$ cat config.mk
export PLATFORM = sky130hd
export DESIGN_NAME = load_store_unit
export DESIGN_NICKNAME = d
export VERILOG_FILES = /design/src/rtl/lsu_pkg.sv /design/src/rtl/lsu_align.sv /design/src/rtl/load_store_unit.sv
export SDC_FILE = /design/constraint.sdc
export NUM_CORES = 1
export LEC_CHECK = 0
export ABC_CLOCK_PERIOD_IN_PS = 1670
export BUFFER_PORTS_ARGS = -buffer_cell sky130_fd_sc_hd__buf_2
export CELL_PAD_IN_SITES_DETAIL_PLACEMENT = 0
export CELL_PAD_IN_SITES_GLOBAL_PLACEMENT = 1
export CORE_ASPECT_RATIO = 2
export CORE_MARGIN = 5
export CORE_UTILIZATION = 34
export CTS_BUF_LIST = sky130_fd_sc_hd__clkbuf_4
export DETAILED_ROUTE_END_ITERATION = 8
export PLACE_DENSITY_LB_ADDON = 0.1
export SYNTH_ARGS = -nofsm -noshare
export SYNTH_HDL_FRONTEND = slang
export SYNTH_SLANG_ARGS = --single-unit
$ cat constraint.sdc
create_clock -name clk -period 1.67 [get_ports clk]
set_input_delay 0.2505 -clock clk [delete_from_list [all_inputs] [get_ports clk]]
set_output_delay 0.2505 -clock clk [all_outputs]
set_load 0.05 [all_outputs]
$ cat src/rtl/lsu_pkg.sv
// Shared encodings for the load/store unit: funct3 access codes, FSM states,
// and fault causes.
package lsu_pkg;

    localparam logic [2:0] F3_LB  = 3'b000;
    localparam logic [2:0] F3_LH  = 3'b001;
    localparam logic [2:0] F3_LW  = 3'b010;
    localparam logic [2:0] F3_LBU = 3'b100;
    localparam logic [2:0] F3_LHU = 3'b101;
    localparam logic [2:0] F3_SB  = 3'b000;
    localparam logic [2:0] F3_SH  = 3'b001;
    localparam logic [2:0] F3_SW  = 3'b010;

    typedef enum logic [1:0] {IDLE, ACCESS, DONE, FAULT} lsu_state_t;

    localparam logic [1:0] CAUSE_NONE     = 2'b00;
    localparam logic [1:0] CAUSE_MISALIGN = 2'b01;
    localparam logic [1:0] CAUSE_ILLEGAL  = 2'b10;
    localparam logic [1:0] CAUSE_TIMEOUT  = 2'b11;

endpackage

$ cat src/rtl/lsu_align.sv
// Combinational datapath: request legality, byte enables, store lane
// replication, and load byte/half extraction with sign/zero extension.
module lsu_align
    import lsu_pkg::*;
#(
    parameter int XLEN = 32
) (
    input  logic            store,
    input  logic [2:0]      funct3,
    input  logic [1:0]      off,
    input  logic [XLEN-1:0] wdata,
    output logic            illegal,
    output logic            misalign,
    output logic [3:0]      be,
    output logic [XLEN-1:0] wdata_lanes,
    input  logic [2:0]      ld_funct3,
    input  logic [1:0]      ld_off,
    input  logic [XLEN-1:0] rdata,
    output logic [XLEN-1:0] load_ext
);

    logic [XLEN-1:0] shifted;

    always_comb begin
        if (store)
            illegal = !(funct3 inside {F3_SB, F3_SH, F3_SW});
        else
            illegal = !(funct3 inside {F3_LB, F3_LH, F3_LW, F3_LBU, F3_LHU});

        // funct3[1:0] encodes size for both loads and stores
        case (funct3[1:0])
            2'b00: begin
                misalign    = 1'b0;
                be          = 4'b0001 << off;
                wdata_lanes = {(XLEN/8){wdata[7:0]}};
            end
            2'b01: begin
                misalign    = off[0];
                be          = 4'b0011 << off;
                wdata_lanes = {(XLEN/16){wdata[15:0]}};
            end
            default: begin
                misalign    = |off;
                be          = 4'b1111;
                wdata_lanes = wdata;
            end
        endcase
    end

    always_comb begin
        shifted = rdata >> {ld_off, 3'b000};
        case (ld_funct3)
            F3_LB:   load_ext = {{(XLEN-8){shifted[7]}}, shifted[7:0]};
            F3_LH:   load_ext = {{(XLEN-16){shifted[15]}}, shifted[15:0]};
            F3_LBU:  load_ext = {{(XLEN-8){1'b0}}, shifted[7:0]};
            F3_LHU:  load_ext = {{(XLEN-16){1'b0}}, shifted[15:0]};
            default: load_ext = rdata;
        endcase
    end

endmodule

$ cat src/rtl/load_store_unit.sv
// Memory-stage load/store unit: one req/ack data-memory transaction per
// request, pipeline stall while busy, fault reporting with a bounded wait.
module load_store_unit
    import lsu_pkg::*;
#(
    parameter int XLEN    = 32,
    parameter int TIMEOUT = 255
) (
    input  logic            clk,
    input  logic            rst_n,
    input  logic            ls_valid,
    input  logic            ls_store,
    input  logic [2:0]      ls_funct3,
    input  logic [XLEN-1:0] ls_addr,
    input  logic [XLEN-1:0] ls_wdata,
    output logic            stall,
    output logic            done,
    output logic [XLEN-1:0] load_data,
    output logic            fault,
    output logic [1:0]      fault_cause,
    output logic            mem_req,
    output logic            mem_we,
    output logic [XLEN-1:0] mem_addr,
    output logic [3:0]      mem_be,
    output logic [XLEN-1:0] mem_wdata,
    input  logic            mem_ack,
    input  logic [XLEN-1:0] mem_rdata
);

    localparam int            CW       = $clog2(TIMEOUT + 1);
    localparam logic [CW-1:0] CNT_LAST = CW'(TIMEOUT - 1);

    lsu_state_t      state;
    logic [CW-1:0]   cnt;
    logic [2:0]      f3_q;
    logic [1:0]      off_q;
    logic            illegal, misalign;
    logic [3:0]      be;
    logic [XLEN-1:0] wdata_lanes, load_ext;

    lsu_align #(.XLEN(XLEN)) u_align (
        .store       (ls_store),
        .funct3      (ls_funct3),
        .off         (ls_addr[1:0]),
        .wdata       (ls_wdata),
        .illegal     (illegal),
        .misalign    (misalign),
        .be          (be),
        .wdata_lanes (wdata_lanes),
        .ld_funct3   (f3_q),
        .ld_off      (off_q),
        .rdata       (mem_rdata),
        .load_ext    (load_ext)
    );

    // Gated by rst_n so the upstream freeze releases the instant reset hits.
    assign stall = rst_n & ((state == IDLE & ls_valid) | (state == ACCESS));

    always_ff @(posedge clk or negedge rst_n) begin
        if (!rst_n) begin
            state       <= IDLE;
            cnt         <= '0;
            f3_q        <= '0;
            off_q       <= '0;
            done        <= 1'b0;
            load_data   <= '0;
            fault       <= 1'b0;
            fault_cause <= CAUSE_NONE;
            mem_req     <= 1'b0;
            mem_we      <= 1'b0;
            mem_addr    <= '0;
            mem_be      <= '0;
            mem_wdata   <= '0;
        end else begin
            case (state)
                IDLE: if (ls_valid) begin
                    mem_addr  <= {ls_addr[XLEN-1:2], 2'b00};
                    mem_we    <= ls_store;
                    mem_be    <= be;
                    mem_wdata <= wdata_lanes;
                    f3_q      <= ls_funct3;
                    off_q     <= ls_addr[1:0];
                    if (illegal) begin
                        fault       <= 1'b1;
                        fault_cause <= CAUSE_ILLEGAL;
                        state       <= FAULT;
                    end else if (misalign) begin
                        fault       <= 1'b1;
                        fault_cause <= CAUSE_MISALIGN;
                        state       <= FAULT;
                    end else begin
                        mem_req <= 1'b1;
                        state   <= ACCESS;
                    end
                end
                ACCESS: begin
                    if (mem_ack) begin
                        mem_req   <= 1'b0;
                        done      <= 1'b1;
                        load_data <= load_ext;
                        cnt       <= '0;
                        state     <= DONE;
                    end else if (cnt == CNT_LAST) begin
                        mem_req     <= 1'b0;
                        fault       <= 1'b1;
                        fault_cause <= CAUSE_TIMEOUT;
                        cnt         <= '0;
                        state       <= FAULT;
                    end else begin
                        cnt <= cnt + 1'b1;
                    end
                end
                DONE: begin
                    done  <= 1'b0;
                    state <= IDLE;
                end
                FAULT: begin
                    fault       <= 1'b0;
                    fault_cause <= CAUSE_NONE;
                    state       <= IDLE;
                end
                default: state <= IDLE;
            endcase
        end
    end

endmodule

# Word-level counts from Yosys, hierarchy flattened
# Index checks and enable logic that the tools add are counted.
# Widths: inputs -> output; s select.
# totals
register_bits	119
inputBits	104
out_inout_bits	107
wordCells	91
# op_classes
addsub	1
eq_ne	20
n_shift	3
muxes	32
bitwise_logic	3
reduce_logical	19
# ops
op	count
$pmux 32 s4	1
$pmux 32 s2	1
$shr 32x5->16	1
$mux 2	9
$mux 8	2
$eq 3x3->1 const B	4
$mux 1	12
$pmux 2 s3	2
$ne 2x2->1 const B	5
$reduce_and 5->1	2
$add 8x1->8 const B	1
$eq 8x8->1 const B	1
$pmux 4 s2	1
$reduce_and 2->1	4
$eq 3x1->1 const B	2
$logic_not 3->1	2
$pmux 1 s2	3
$reduce_bool 3->1	2
$reduce_bool 5->1	1
$eq 2x1->1 const B	2
$eq 2x2->1 const B	2
$logic_not 2->1	2
$reduce_bool 2->1	2
$reduce_or 2->1	2
other kinds (10)	12

# Logic depth before layout (Yosys ltp)
# depth
depth_word	7
mapped_depth	7
depth_no_buf	6

# By module
# Synthesis repeated with hierarchy kept, for this count alone.
# hier_totals
hier_cells	490
hier_area_um2	5968.2
# by_module_without_submodules
mod	n_inst	cells_each	area_per_inst_um2	seq_area_each_um2
load_store_unit	1	310	4764.6	2977.9
lsu_align	1	180	1203.7	0.0

# Worst setup path before layout
# OpenSTA, ideal clock, no wires.
# synth_path
kind	flip-flop to output port
from	register state[0]
to	output stall
t_arrival_ps	2233
required_time_ps	1419
path_slack_ps	-814
stages_incl_launch_ff	5
n_path_buf	2
path_cell_list	dfrtp_1 > or3b_1 > clkbuf_1 > buf_2 > a21boi_0
# synth_between
elab_chain_cells	4
word_cells_on_any_way	5
cone_classes	eq/ne (1); bitwise (3); reduce/logical (1)
# synth_lines
element	line_no	text
from (decl)	load_store_unit.sv:33	lsu_state_t state;
from (signal assigned)	load_store_unit.sv:61	state <= IDLE;
from (signal assigned)	load_store_unit.sv:86	state <= FAULT;
from (signal assigned)	load_store_unit.sv:90	state <= FAULT;
$logic_not 2->1	load_store_unit.sv:57	assign stall = rst_n & ((state == IDLE & ls_valid) | (state == ACCESS));
$and 1x1->1	load_store_unit.sv:57	
$or 1x1->1 *	load_store_unit.sv:57	
$and 1x1->1 *	load_store_unit.sv:57	
to (decl)	load_store_unit.sv:16	output logic stall,
# Every way passes the cells marked *; elsewhere a longest branch is shown, timed or not.

# Final worst setup path
# layout_path
from	register state[1]
to	output stall
# Same word-level chain as after synthesis.

==> metrics.log <==
INFO  metric run_status = finished, violations left
INFO  metric failed_checks = setup timing
INFO  metric syn-instance-count = 618
INFO  metric ys_seq_area_share = between 50% and 60%
INFO  metric maximum_ir_drop_on_the_vdd_rail = around 0.0012 V
INFO  metric worstPathArrival = around 1.7 ns
INFO  metric cp_num_buf_inv = 2
INFO  metric fp.dieW = 101.7 um
INFO  metric worstSetupPathDepth = 4
INFO  metric async_reset_ff_share = 100.0%
INFO  metric grt_first_pass_wirelength = 30.82 mm
INFO  metric endpoint = stall
INFO  metric post-route-period-util = 119.2%
INFO  metric synth.lib_cells_used.distinct = 56
INFO  metric post-route-cell-area = approximately 8500 um2
INFO  metric worst-r2r-cell-count = 7
INFO  metric placed_cells = about 1000
INFO  metric critical_path.slowest_cell = sky130_fd_sc_hd__dfrtp_1
INFO  metric final_max_slew_viol_count = 0
INFO  metric synth_to_layout_area_growth = 47.97%
INFO  metric groute.usage.overall = 20.04%
INFO  metric grt_start_max_net_pins = between 100 and 150
INFO  metric worstSkewPairLatency = about 0.52 ns
INFO  metric finalSetupViolCount = 3
INFO  metric floorplan.rows = 67
INFO  metric critPathMaxFanout = 2
INFO  metric finalNonFillerCells = 1151
INFO  metric gr-total-overflow = 0
INFO  metric cts-buffers-inserted = 17
INFO  metric tritoncts = built
INFO  metric cap_viol_max_count = 0
INFO  metric final_skew = between 0.02 and 0.025 ns
INFO  metric placeableCoreArea = 16680 um2
INFO  metric detailedPlacementHpwl = ~14 mm
INFO  metric buffer_ports.inserted = roughly 210
INFO  metric clkSlewWorstSetupHoldPaths = ~0.12 ns
INFO  metric cts.hold.buffers_added = between 70 and 80
INFO  metric critical_path_required = approximately 1.4 ns
INFO  metric grt_setup_unrepaired = yes
INFO  metric synth_ff_type = sky130_fd_sc_hd__dfrtp_1
INFO  metric r2r_setup_slack = -0.06 ns
INFO  metric die_y = around 190 um
INFO  metric power_density = 2172 nW/um2
INFO  metric grt_pass1_vias = ~6000
INFO  metric gpl.final_weighted_congestion = 0.8830
INFO  metric hold_violations = 0
INFO  metric route.antenna.remaining_nets = 0
INFO  metric synthesis.area = 5720 um2
INFO  metric finalWirelength = 19.84 mm
INFO  metric worstHoldPathType = in2reg
INFO  metric layout.cells.most_common_list = sky130_fd_sc_hd__buf_2 (206), sky130_fd_sc_hd__nand2_1 (181), sky130_fd_sc_hd__dfrtp_1 (118), sky130_fd_sc_hd__dlygate4sd3_1 (75), sky130_fd_sc_hd__buf_4 (47)
INFO  metric endpoint_kind = output port
INFO  metric place_area = between 7000 and 8000 um2
INFO  metric worst_slew_pin_slew = between 0.6 and 0.7 ns
INFO  metric critical_path.startpoint = state[1]
INFO  metric max-clock-path-buffers = 2
INFO  metric vias_per_cell = ~5
INFO  metric syn-mean-instance-area = 9.256 um2
INFO  metric grt_antenna_before_repair = 1
INFO  metric drt_first_iter_violations = roughly 210
INFO  metric start_kind = flop
INFO  metric htree_levels = 4
INFO  metric p_leak = about 4.3 nW
INFO  metric kind_of_critical_path = reg2out
INFO  metric drt_first_pass_iters = 4
INFO  metric fmax = between 0.5 and 0.6 GHz
INFO  metric reg2reg_to = fault_cause[1]
INFO  metric io_pins = 211
INFO  metric timing.final.crit_period = approximately 2.0 ns
INFO  metric initial_standard_cell_utilization_of_the_core = 34.29%
INFO  metric routedWlPerCell = between 15 and 20 um
INFO  metric drive_gt1_share = a little over a third
INFO  metric design.die.area = between 15000 and 20000 um2
INFO  metric clock-root-buffer = sky130_fd_sc_hd__clkbuf_4
INFO  metric synth_enable_flop_cells = 0
INFO  metric layout_setup_ws = -0.3201 ns
INFO  metric worstPathCellList = buf_6 > or3b_4 > a21boi_4 > buf_12
INFO  metric max-slew-margin-rel = a little over half
INFO  metric drc = 0
INFO  metric synth_warnings = 0
INFO  metric ys_ff_latch = approximately 120
INFO  metric regToRegStartpoint = state[1]
INFO  metric critical-path-top-delay-family = flip-flops
INFO  metric clock_sink_total = around 120
INFO  metric worst_path_largest_cell_delay = a little over 0.4 ns
INFO  metric finalNetCount = approximately 1000
INFO  metric vias_after_detailed_routing = roughly 5700
INFO  metric fin_hold_ws = approximately 0.044 ns
INFO  metric final_common_cell = sky130_fd_sc_hd__buf_2
area by class of cell:
type                            instances  area, um2
Fill cell                            1605       8218
Tap cell                              207      259.0
Multi-Input combinational cell        443       2505
Clock inverter                         14      207.7
Clock buffer                           17      127.6
Sequential cell                       119       2979
Inverter                                9      33.78
Antenna cell                            1      2.502
Timing Repair Buffer                  341       2350
sequential cells by signal, summed over array words and instances, names as in the netlist, 2 cells and up:
register	flops
cnt	8
f3_q	3
fault_cause	2
load_data	32
mem_addr	30
mem_be	4
mem_wdata	32
off_q	2
state	2
how the worst min path moves through the flow:
stage / cells after the start / endpoint / from
finish: 3 / mem_wdata[18] / ls_wdata[18]
global route: 3 / state[1] / ls_valid
CTS: 3 / state[1] / ls_valid
detailed placement: 3 / mem_addr[20] / ls_addr[20]
global placement: 3 / mem_addr[28] / ls_addr[28]
floorplan: 0 / cnt[0] / rst_n
synth_stat cells, drive strengths merged (2+ instances only):
cell / n / area (um2)
a2bb2oi: 7 / 61.31
o22ai: 24 / 219.0
and2: 2 / 12.51
ha: 2 / 25.02
a211oi: 10 / 92.59
inv: 9 / 33.78
and4: 2 / 17.52
o21ai: 43 / 215.2
nor3: 11 / 55.05
nand3: 3 / 27.53
buf: 27 / 176.4
nand2b: 6 / 37.54
nor2: 42 / 160.2
nand2: 181 / 679.4
dfrtp: 119 / 2978
a21oi: 35 / 178.9
and3: 2 / 12.51
clkbuf: 21 / 80.07
mux2i: 34 / 340.3
a21o: 2 / 15.01
o2bb2ai: 8 / 70.07
o31ai: 2 / 28.78
a31oi: 6 / 37.54
worst register-to-register path: stages, from the launching register on:
cell	delay, ns
sky130_fd_sc_hd__dfrtp_1	0.41
sky130_fd_sc_hd__buf_6	0.12
sky130_fd_sc_hd__buf_4	0.13
sky130_fd_sc_hd__buf_8	0.12
sky130_fd_sc_hd__nor3b_4	0.29
sky130_fd_sc_hd__a21o_1	0.17
sky130_fd_sc_hd__o31ai_4	0.08
sky130_fd_sc_hd__mux2_4	0.31
through the flow:
stage | setup slack, ns | power [mW] | util, % | TNS [ns]
after CTS | -0.4373 | 18.38 | 50.00 | -0.4598
after global routing | -0.4507 | 19.48 | 50.74 | -0.6964
after detailed placement | -0.006271 | 15.58 | 43.13 | -0.006271
after global placement | 0.07109 | 15.43 | 43.13 | 0
final | -0.3201 | 18.38 | 50.74 | -0.3824
after floorplan | 0.02226 | 12.51 | - | 0
kinds of logic after synthesis:
logic type	share of synthesized area, %
simple gates	18.70
compound gates	17.21
flops	52.06
buf+inv	5.074
mux	6.146
fa+ha+maj	0.4374
xor+xnor	0.3063
other cells	0.06555
power by group:
part           internal (mW)  switching, mW
combinational           3.16           7.80
clock                   1.32           1.14
sequential              4.22          0.748
timing repair:
action | in CTS | in global routing
cloned | 0 | 1
endpoints found under the setup margin | 2 | 60
gates resized for setup | 5 | 15
pin swaps | 3 | 5
setup buffers | 5 | 6
endpoints found under the hold margin | 194 | 1
layer usage:
metal / part of all wire (%) / routed length [um] / vias to the layer above / GRT usage [%]
li1: - / - / 2733 / -
met1: 37 / 7328 / 2686 / 21.38
met4: 4.8 / 956 / 0 / 11.64
met2: 52 / 10260 / 217 / 34.72
met3: 6.5 / 1298 / 42 / 5.047
met5: 0 / 0 / - / 0
Power figures use the tool's default switching activity.
